### config.mk
export PLATFORM = sky130hd
export DESIGN_NAME = program_loader
export DESIGN_NICKNAME = d
export VERILOG_FILES = /design/src/rtl/program_loader.sv
export SDC_FILE = /design/constraint.sdc
export NUM_CORES = 1
export LEC_CHECK = 0
export CORE_ASPECT_RATIO = 1.75
export CORE_MARGIN = 1
export CORE_UTILIZATION = 45
export CTS_BUF_LIST = sky130_fd_sc_hd__clkbuf_2 sky130_fd_sc_hd__clkbuf_4 sky130_fd_sc_hd__clkbuf_8
export DETAILED_ROUTE_END_ITERATION = 10
export PLACE_DENSITY = 0.83
export SLEW_MARGIN = 40
export SYNTH_ARGS = -nofsm -noshare
export SYNTH_HDL_FRONTEND = slang
export SYNTH_SLANG_ARGS = --single-unit
export TNS_END_PERCENT = 30
### constraint.sdc
create_clock -name i_clock -period 1.7 [get_ports i_clock]
set_input_delay 0.17 -clock i_clock [delete_from_list [all_inputs] [get_ports i_clock]]
set_output_delay 0.17 -clock i_clock [all_outputs]
set_load 0.05 [all_outputs]
### src/rtl/program_loader.sv
// -----------------------------------------------------------------------------
// program_loader
//
// Purpose:
//   Receives a program image as a byte stream and writes it, one 16-bit word
//   at a time, into the program port of an instruction RAM. The CPU is held
//   in reset until a load completes successfully.
//
//   Stream format: length byte L (1..MAX_WORDS), then L words sent as a high
//   byte (opcode) followed by a low byte (operand), then an optional
//   checksum byte.
//
// Configuration:
//   LOADER_CHECKSUM_EN - when defined, every word byte is summed mod 256 and
//                        one trailing checksum byte must match that sum
//                        before the load is reported done. When undefined,
//                        the checksum logic is absent and the last write
//                        completes the load.
//
// Parameters:
//   BASE_ADDR  - RAM address of the first program word (wraps at 255 -> 0)
//   MAX_WORDS  - largest legal program length, 1..16
//
// Ports:
//   i_clock            system clock, rising edge
//   i_reset            synchronous active-low reset
//   i_start            begin a session (honoured only in IDLE, DONE, ERROR)
//   i_byte_valid       source presents a byte on i_byte
//   i_byte[7:0]        stream byte
//   o_byte_ready       loader accepts i_byte this cycle
//   o_program_mode     RAM program-port select, high during a session
//   o_program_address  RAM program address
//   o_program_data     {opcode, operand} word to write
//   o_write_enable     one-cycle RAM write strobe
//   o_cpu_hold         keeps the CPU in reset (high except after success)
//   o_done             load completed successfully
//   o_error            load aborted
// -----------------------------------------------------------------------------
module program_loader #(
    parameter logic [7:0] BASE_ADDR = 8'd0,
    parameter int         MAX_WORDS = 16
) (
    input  logic        i_clock,
    input  logic        i_reset,
    input  logic        i_start,
    input  logic        i_byte_valid,
    input  logic [7:0]  i_byte,
    output logic        o_byte_ready,
    output logic        o_program_mode,
    output logic [7:0]  o_program_address,
    output logic [15:0] o_program_data,
    output logic        o_write_enable,
    output logic        o_cpu_hold,
    output logic        o_done,
    output logic        o_error
);

    localparam logic [7:0] MAX_LEN = 8'(MAX_WORDS);

    typedef enum logic [2:0] {
        S_IDLE  = 3'd0,
        S_LEN   = 3'd1,
        S_HIGH  = 3'd2,
        S_LOW   = 3'd3,
        S_WRITE = 3'd4,
`ifdef LOADER_CHECKSUM_EN
        S_CHECK = 3'd5,
`endif
        S_DONE  = 3'd6,
        S_ERROR = 3'd7
    } state_t;

    state_t      r_state;
    logic        r_byte_ready;
    logic        r_program_mode;
    logic [7:0]  r_program_address;
    logic [15:0] r_program_data;
    logic        r_write_enable;
    logic        r_cpu_hold;
    logic        r_done;
    logic        r_error;
    logic [7:0]  r_count;
`ifdef LOADER_CHECKSUM_EN
    logic [7:0]  r_checksum;
`endif

    // A byte moves only when both sides agree on the same rising edge.
    logic w_accept;
    assign w_accept = i_byte_valid & r_byte_ready;

    // All outputs come straight from registers; o_byte_ready is updated
    // together with every state change so it always matches the new state.
    // NOTE: every register in this clocked block uses <= so all of them see
    // the values from before the edge, exactly like real flip-flops.
    always_ff @(posedge i_clock) begin
        // NOTE: reset is checked inside the clocked block, so it only takes
        // effect on a rising edge; it wins over every other transition,
        // including a write strobe that was about to be issued.
        if (!i_reset) begin
            r_state           <= S_IDLE;
            r_byte_ready      <= 1'b0;
            r_program_mode    <= 1'b0;
            r_program_address <= BASE_ADDR;
            r_program_data    <= 16'd0;
            r_write_enable    <= 1'b0;
            r_cpu_hold        <= 1'b1;
            r_done            <= 1'b0;
            r_error           <= 1'b0;
            r_count           <= 8'd0;
`ifdef LOADER_CHECKSUM_EN
            r_checksum        <= 8'd0;
`endif
        end else begin
            case (r_state)
                S_IDLE, S_DONE, S_ERROR: begin
                    if (i_start) begin
                        r_state           <= S_LEN;
                        r_byte_ready      <= 1'b1;
                        r_done            <= 1'b0;
                        r_error           <= 1'b0;
                        r_program_mode    <= 1'b1;
                        r_cpu_hold        <= 1'b1;
                        r_program_address <= BASE_ADDR;
`ifdef LOADER_CHECKSUM_EN
                        r_checksum        <= 8'd0;
`endif
                    end
                end

                S_LEN: begin
                    if (w_accept) begin
                        r_count <= i_byte;
                        if (i_byte == 8'd0 || i_byte > MAX_LEN) begin
                            r_state        <= S_ERROR;
                            r_byte_ready   <= 1'b0;
                            r_error        <= 1'b1;
                            r_program_mode <= 1'b0;
                            r_cpu_hold     <= 1'b1;
                        end else begin
                            r_state <= S_HIGH;
                        end
                    end
                end

                S_HIGH: begin
                    if (w_accept) begin
                        r_program_data[15:8] <= i_byte;
`ifdef LOADER_CHECKSUM_EN
                        r_checksum           <= r_checksum + i_byte;
`endif
                        r_state              <= S_LOW;
                    end
                end

                S_LOW: begin
                    if (w_accept) begin
                        r_program_data[7:0] <= i_byte;
`ifdef LOADER_CHECKSUM_EN
                        r_checksum          <= r_checksum + i_byte;
`endif
                        // Strobe is raised here so it is visible in the very
                        // next cycle, with address and data already settled.
                        r_state             <= S_WRITE;
                        r_byte_ready        <= 1'b0;
                        r_write_enable      <= 1'b1;
                    end
                end

                S_WRITE: begin
                    r_write_enable    <= 1'b0;
                    r_program_address <= r_program_address + 8'd1;
                    r_count           <= r_count - 8'd1;
                    // r_count still holds the pre-decrement value here, so a
                    // value of 1 means this was the last word.
                    if (r_count != 8'd1) begin
                        r_state      <= S_HIGH;
                        r_byte_ready <= 1'b1;
                    end else begin
`ifdef LOADER_CHECKSUM_EN
                        r_state      <= S_CHECK;
                        r_byte_ready <= 1'b1;
`else
                        r_state        <= S_DONE;
                        r_done         <= 1'b1;
                        r_program_mode <= 1'b0;
                        r_cpu_hold     <= 1'b0;
`endif
                    end
                end

`ifdef LOADER_CHECKSUM_EN
                S_CHECK: begin
                    if (w_accept) begin
                        r_byte_ready   <= 1'b0;
                        r_program_mode <= 1'b0;
                        if (i_byte == r_checksum) begin
                            r_state    <= S_DONE;
                            r_done     <= 1'b1;
                            r_cpu_hold <= 1'b0;
                        end else begin
                            r_state    <= S_ERROR;
                            r_error    <= 1'b1;
                            r_cpu_hold <= 1'b1;
                        end
                    end
                end
`endif

                default: begin
                    r_state        <= S_IDLE;
                    r_byte_ready   <= 1'b0;
                    r_write_enable <= 1'b0;
                end
            endcase
        end
    end

    assign o_byte_ready      = r_byte_ready;
    assign o_program_mode    = r_program_mode;
    assign o_program_address = r_program_address;
    assign o_program_data    = r_program_data;
    assign o_write_enable    = r_write_enable;
    assign o_cpu_hold        = r_cpu_hold;
    assign o_done            = r_done;
    assign o_error           = r_error;

endmodule
==> impl_metrics.tcl, run 1 <==
set metrics [dict create \
    status "finished clean" \
    rsz0062_at_grt "yes" \
    post-route-min-period_ns 1.66 \
    grt_max_degree 27 \
    firstDrtPassIters 4 \
    dpl_worst_slack_ns -0.497 \
    io_buffers 41 \
    setup_tns_ns 0 \
    die_area_um2 4680 \
    finalHoldViolCount 0 \
    crit_required_ns 1.87 \
    rows 31 \
    viasPerCell 5.75 \
    dieWidth_um 52.1 \
    drv_cap 0 \
    finalNetCount 319 \
    synth_area_um2 1980 \
    overflow 0 \
    clk_path_buf_depth 2 \
    path_clk_slew_ns 0.08 \
    path_max_fanout 7 \
    groute.usage.overall 0.254 \
    cp.arrival_ns 1.83 \
    ys_seq_area_frac 0.415 \
    most-common-layout-cells "buf_4 (48), dfxtp_1 (38), nor2_1 (32), a21oi_1 (27), clkdlybuf4s50_1 (21)" \
    holdBufCountCts 0 \
    drv_slew 0 \
    final_common_cell "buf_4" \
    wl_per_cell_um 15.5 \
    syn_avg_cell_area_um2 8.61 \
    relSlewSlack 0.662 \
    insertion_delay_ns 0.29 \
    area_delta_synth_final_pct 41.2 \
    yosysWarnings 0 \
    numClockSinks 41 \
    cts_tree "done" \
    htreeDepth 2 \
    fin_crit_sh 0.977 \
    finalNonFillerCells 354 \
    hold_slack_ns 0.349 \
    syn_inst 230 \
    antenna_found_initial 0 \
    start_util 0.473 \
    drive_above_1_share 0.249 \
    drcViolationCount 0 \
    crit_slowest_cell "dfxtp_1" \
    ant_nets 0 \
    async_flop_share 0 \
    p_leak_nw 1.12 \
    core_um2 4190 \
    floorplan.die.height_um 89.7 \
    tightest_slew_ns 0.505 \
    ys_types 48 \
    io_pins 42 \
    crit_buf_inv 1 \
    crit_chain "nor4_2, buf_4, nand4_1, a21boi_0, o311ai_0, a21oi_1" \
    ys_ff_latch 41 \
    antennaDiodeCount 0 \
    start_kind "flop" \
    synthFlopType "dfxtp_1" \
    setup_slack_ns 0.0387 \
    max_stage_delay_ns 0.37 \
    gp_congestion 0.902 \
    dp_hpwl_um 4010 \
    clockRootBuffer "clkbuf_8" \
    syn_nets 245 \
    vias 2037 \
    setup_violations 0 \
    cts_buffers 5 \
    ir_worst_vdd_mv 0.719 \
    hold_class "primary input to flop" \
    end_kind "flop" \
    finClkSkew_ns 0.00418 \
    placed_area_um2 2620 \
    max_freq_mhz 602 \
    place_inst 345 \
    grt_pass1_wl_um 8960 \
    grt_pass1_vias 1994 \
    crit_type "flop to flop" \
    pwr_density_cell_nw_per_um2 715 \
    crit_family "compound AO/OA/AOI/OAI gates" \
    totalWireLength_um 5480 \
    synth_edf_count 0 \
    finalInstanceArea_um2 2790 \
    drtIter0Drc 54 \
]
==> state kept, by name, indices dropped and copies added, names as in the netlist <==
signal	flops
o_program_mode	1
o_error	1
r_count	8
o_write_enable	1
r_state	3
o_program_address	8
o_program_data	16
o_cpu_hold	1
o_byte_ready	1
o_done	1
==> final timing paths <==
check / start / cells after the start / slack, ns / endpoint
max: r_count[3] / 6 / 0.04 / o_done
min: i_byte[1] / 4 / 0.35 / o_program_data[9]
max reg2reg: r_count[3] / 6 / 0.04 / o_done
min reg2reg: o_program_mode / 2 / 0.46 / o_program_mode
==> cells in the mapped netlist (2+ instances only) <==
library cell,instances,area [um2]
a211oi_1,4,30.0
a21oi_1,27,135
a221oi_1,2,17.5
a31oi_1,3,18.8
and2_1,2,12.5
and3_1,2,12.5
buf_6,4,45.0
clkbuf_1,6,22.5
dfxtp_1,41,821
ha_1,3,37.5
inv_1,6,22.5
mux2i_1,10,100
nand2_1,19,71.3
nand3_1,16,80.1
nand4_1,3,18.8
nor2_1,32,120
nor3_1,4,20.0
nor3_2,2,20.0
nor4_1,2,12.5
nor4_2,2,25.0
o211a_1,2,20.0
o211ai_1,3,22.5
o21a_1,2,15.0
o21ai_0,6,30.0
o311ai_0,2,17.5
o31a_1,2,17.5
or3_1,2,12.5
==> metal layers <==
layer  global-route usage  vias up  part of all wire
li1                     -      988                 -
met1                0.276      964              0.37
met2                0.443       65              0.56
met3               0.0254       20             0.033
met4                0.158        0             0.038
met5                    0        -                 0
==> layout make-up <==
type	count	area [um2]
fill	333	1400
multi-input combinational	171	1110
sequential	41	825
timing repair buffer	78	683
clock buffer	5	68.8
tap	49	61.3
inverter	7	26.3
clock inverter	3	17.5
==> power breakdown <==
part	internal [mW]	switching (mW)	total, mW
clock network	0.283	0.351	0.634
logic	0.151	0.200	0.351
registers	0.984	0.0280	1.01
total	1.42	0.579	2.00
==> through the flow <==
stage | total power [mW] | util
4_1_cts | 1.99 | 0.653
5_1_grt | 2.07 | 0.667
3_3_place_gp | 1.35 | 0.626
2_1_floorplan | 1.21 | -
3_5_place_dp | 1.36 | 0.626
6_report | 2.00 | 0.667
==> worst min-delay path: stages <==
cell,delay (ns)
dlymetal6s2s_1,0.15
buf_4,0.15
mux2i_1,0.06
nor2_1,0.08
==> logic make-up after synthesis <==
kind of cell	count (synthesis)	synth area share
AND/OR/NAND/NOR	96	0.264
flip-flops	41	0.415
adder cells (fa/ha/maj)	3	0.0190
AO/OA/AOI/OAI	62	0.202
multiplexers	10	0.0506
buffers and inverters	18	0.0499
==> repair_timing <==
item | in CTS | in global routing
endpoints found under the setup margin | 4 | 13
buffers inserted | 1 | 0
pin swaps | 1 | 5
gates resized for setup | 5 | 16
No activity file was read; power rests on OpenSTA's default activity.
==> run 2: changes to the inputs <==
Settings changed: PLACE_DENSITY 0.83 to 0.8.
Clock period 1.7 ns to 1.9 ns, I/O delays scaled along.
==> impl_metrics.tcl, run 2 (synthesis results as in run 1) <==
set metrics [dict create \
    overflow 0 \
    hold_slack_ns 0.459 \
    post-route-min-period_ns 1.79 \
    ff2ff_path_depth 5 \
    relSlewSlack 0.652 \
    path_max_fanout 2 \
    finalHoldViolCount 0 \
    status "finished clean" \
    clockRootBuffer "clkbuf_8" \
    wl_per_cell_um 14.9 \
    fillerInstances 358 \
    rsz0062_at_grt "yes" \
    dp_hpwl_um 3850 \
    dieWidth_um 52.1 \
    insertion_delay_ns 0.29 \
    cts_tree "done" \
    clk_path_buf_depth 2 \
    drtIter0Drc 64 \
    floorplan.die.height_um 89.7 \
    hold_class "flop to flop" \
    start_kind "primary input" \
    seq_area_um2 822 \
    holdBufCountCts 0 \
    drv_slew 0 \
    cts_buffers 5 \
    path_common_cell "mux2i_1" \
    antennaDiodeCount 0 \
    pwr_density_cell_nw_per_um2 712 \
    fin_crit_sh 0.940 \
    min_path_cells 2 \
    max_stage_delay_ns 0.43 \
    start_util 0.473 \
    end_kind "flop" \
    most-common-layout-cells "clkdlybuf4s50_1 (41), dfxtp_1 (40), nor2_1 (32), buf_4 (28), a21oi_1 (27)" \
    finClkSkew_ns 0.00624 \
    drv_cap 0 \
    grt_max_degree 24 \
    viasPerCell 5.69 \
    ant_nets 0 \
    total_power_mw 1.93 \
    grt_pass1_vias 1920 \
    final_common_cell "clkdlybuf4s50_1" \
    path_clk_slew_ns 0.08 \
    vias 1963 \
    die_area_um2 4680 \
    crit_type "primary input to flop" \
    numClockSinks 41 \
    placed_area_um2 2590 \
    ir_worst_vdd_mv 0.713 \
    area_delta_synth_final_pct 37.3 \
    totalWireLength_um 5130 \
    crit_chain "clkdlybuf4s50_1, nor4_2, mux2i_1, a311oi_2, a2111oi_1, mux2i_1" \
    cp.arrival_ns 2.01 \
    max_freq_mhz 560 \
    grt_pass1_wl_um 8580 \
    drive_above_1_share 0.169 \
    rows 31 \
    p_leak_nw 0.964 \
    antenna_found_initial 0 \
    finalInstanceArea_um2 2720 \
    firstDrtPassIters 4 \
    gp_congestion 0.880 \
    io_buffers 41 \
    largest_reg_flops 16 \
    core_um2 4190 \
    crit_required_ns 2.12 \
    tightest_slew_ns 0.520 \
    setup_violations 0 \
    groute.usage.overall 0.239 \
    finalNetCount 310 \
    crit_slowest_cell "clkdlybuf4s50_1" \
    multi_input_area_um2 1070 \
    io_pins 42 \
    htreeDepth 2 \
    drcViolationCount 0 \
]
-- run 2: repair_timing --
action | CTS | global route
endpoints found under the setup margin | 0 | 2
resized for setup | 0 | 2
setup buffers | 0 | 0
-- run 2: metal layers --
| metal | global-route usage | share of wire | vias to the layer above | routed length, um |
|---|---|---|---|---|
| met4 | 0.112 | 0.030 | 0 | 154 |
| met3 | 0.0372 | 0.030 | 16 | 153 |
| li1 | - | - | 961 | - |
| met2 | 0.422 | 0.54 | 56 | 2790 |
| met1 | 0.264 | 0.40 | 930 | 2040 |
| met5 | 0 | 0 | - | 0 |
-- run 2: cell type report --
cell class | instances | share of cell area
multi-input cells | 171 | 0.393
well taps | 49 | 0.0226
clock buffers | 7 | 0.0331
flip-flops and latches | 41 | 0.302
repair buffers | 69 | 0.228
inverters | 7 | 0.00967
clock inverters | 1 | 0.0110
-- run 2: per-stage QoR --
stage               std cells  utilization  setup WS [ns]  TNS (ns)
finish                    345        0.649          0.113         0
CTS                       345        0.647         0.0556         0
global route              345        0.649        -0.0175   -0.0273
floorplan                 230            -          0.138         0
global placement          337        0.618         -0.199    -0.290
detailed placement        337        0.618         -0.251    -0.504
-- run 2: power breakdown --
part / switching [mW] / internal (mW) / leakage (nW)
Sequential: 0.0244 / 0.880 / 0.332
Combinational: 0.164 / 0.124 / 0.570
Clock: 0.299 / 0.443 / 0.0619
-- run 2: path summary, 6_finish.rpt --
path	from	end	slack (ns)
max reg2reg	r_state[1]	o_program_address[7]	0.17
max	i_byte[0]	o_byte_ready	0.11
min	o_program_data[4]	o_program_data[4]	0.46
min reg2reg	o_program_data[4]	o_program_data[4]	0.46
-- run 2: worst max-delay path, delay by kind of cell --
kind	cells	cell delay, ns
simple gates	1	0.30
mux	2	0.57
buf+inv	1	0.43
compound gates	2	0.50
==> run 3: changes to the inputs <==
Settings changed: CTS_CLUSTER_DIAMETER from default to 50.
==> results of run 3 <==
No change in the layout: final DEF, timing and power equal those of run 2.
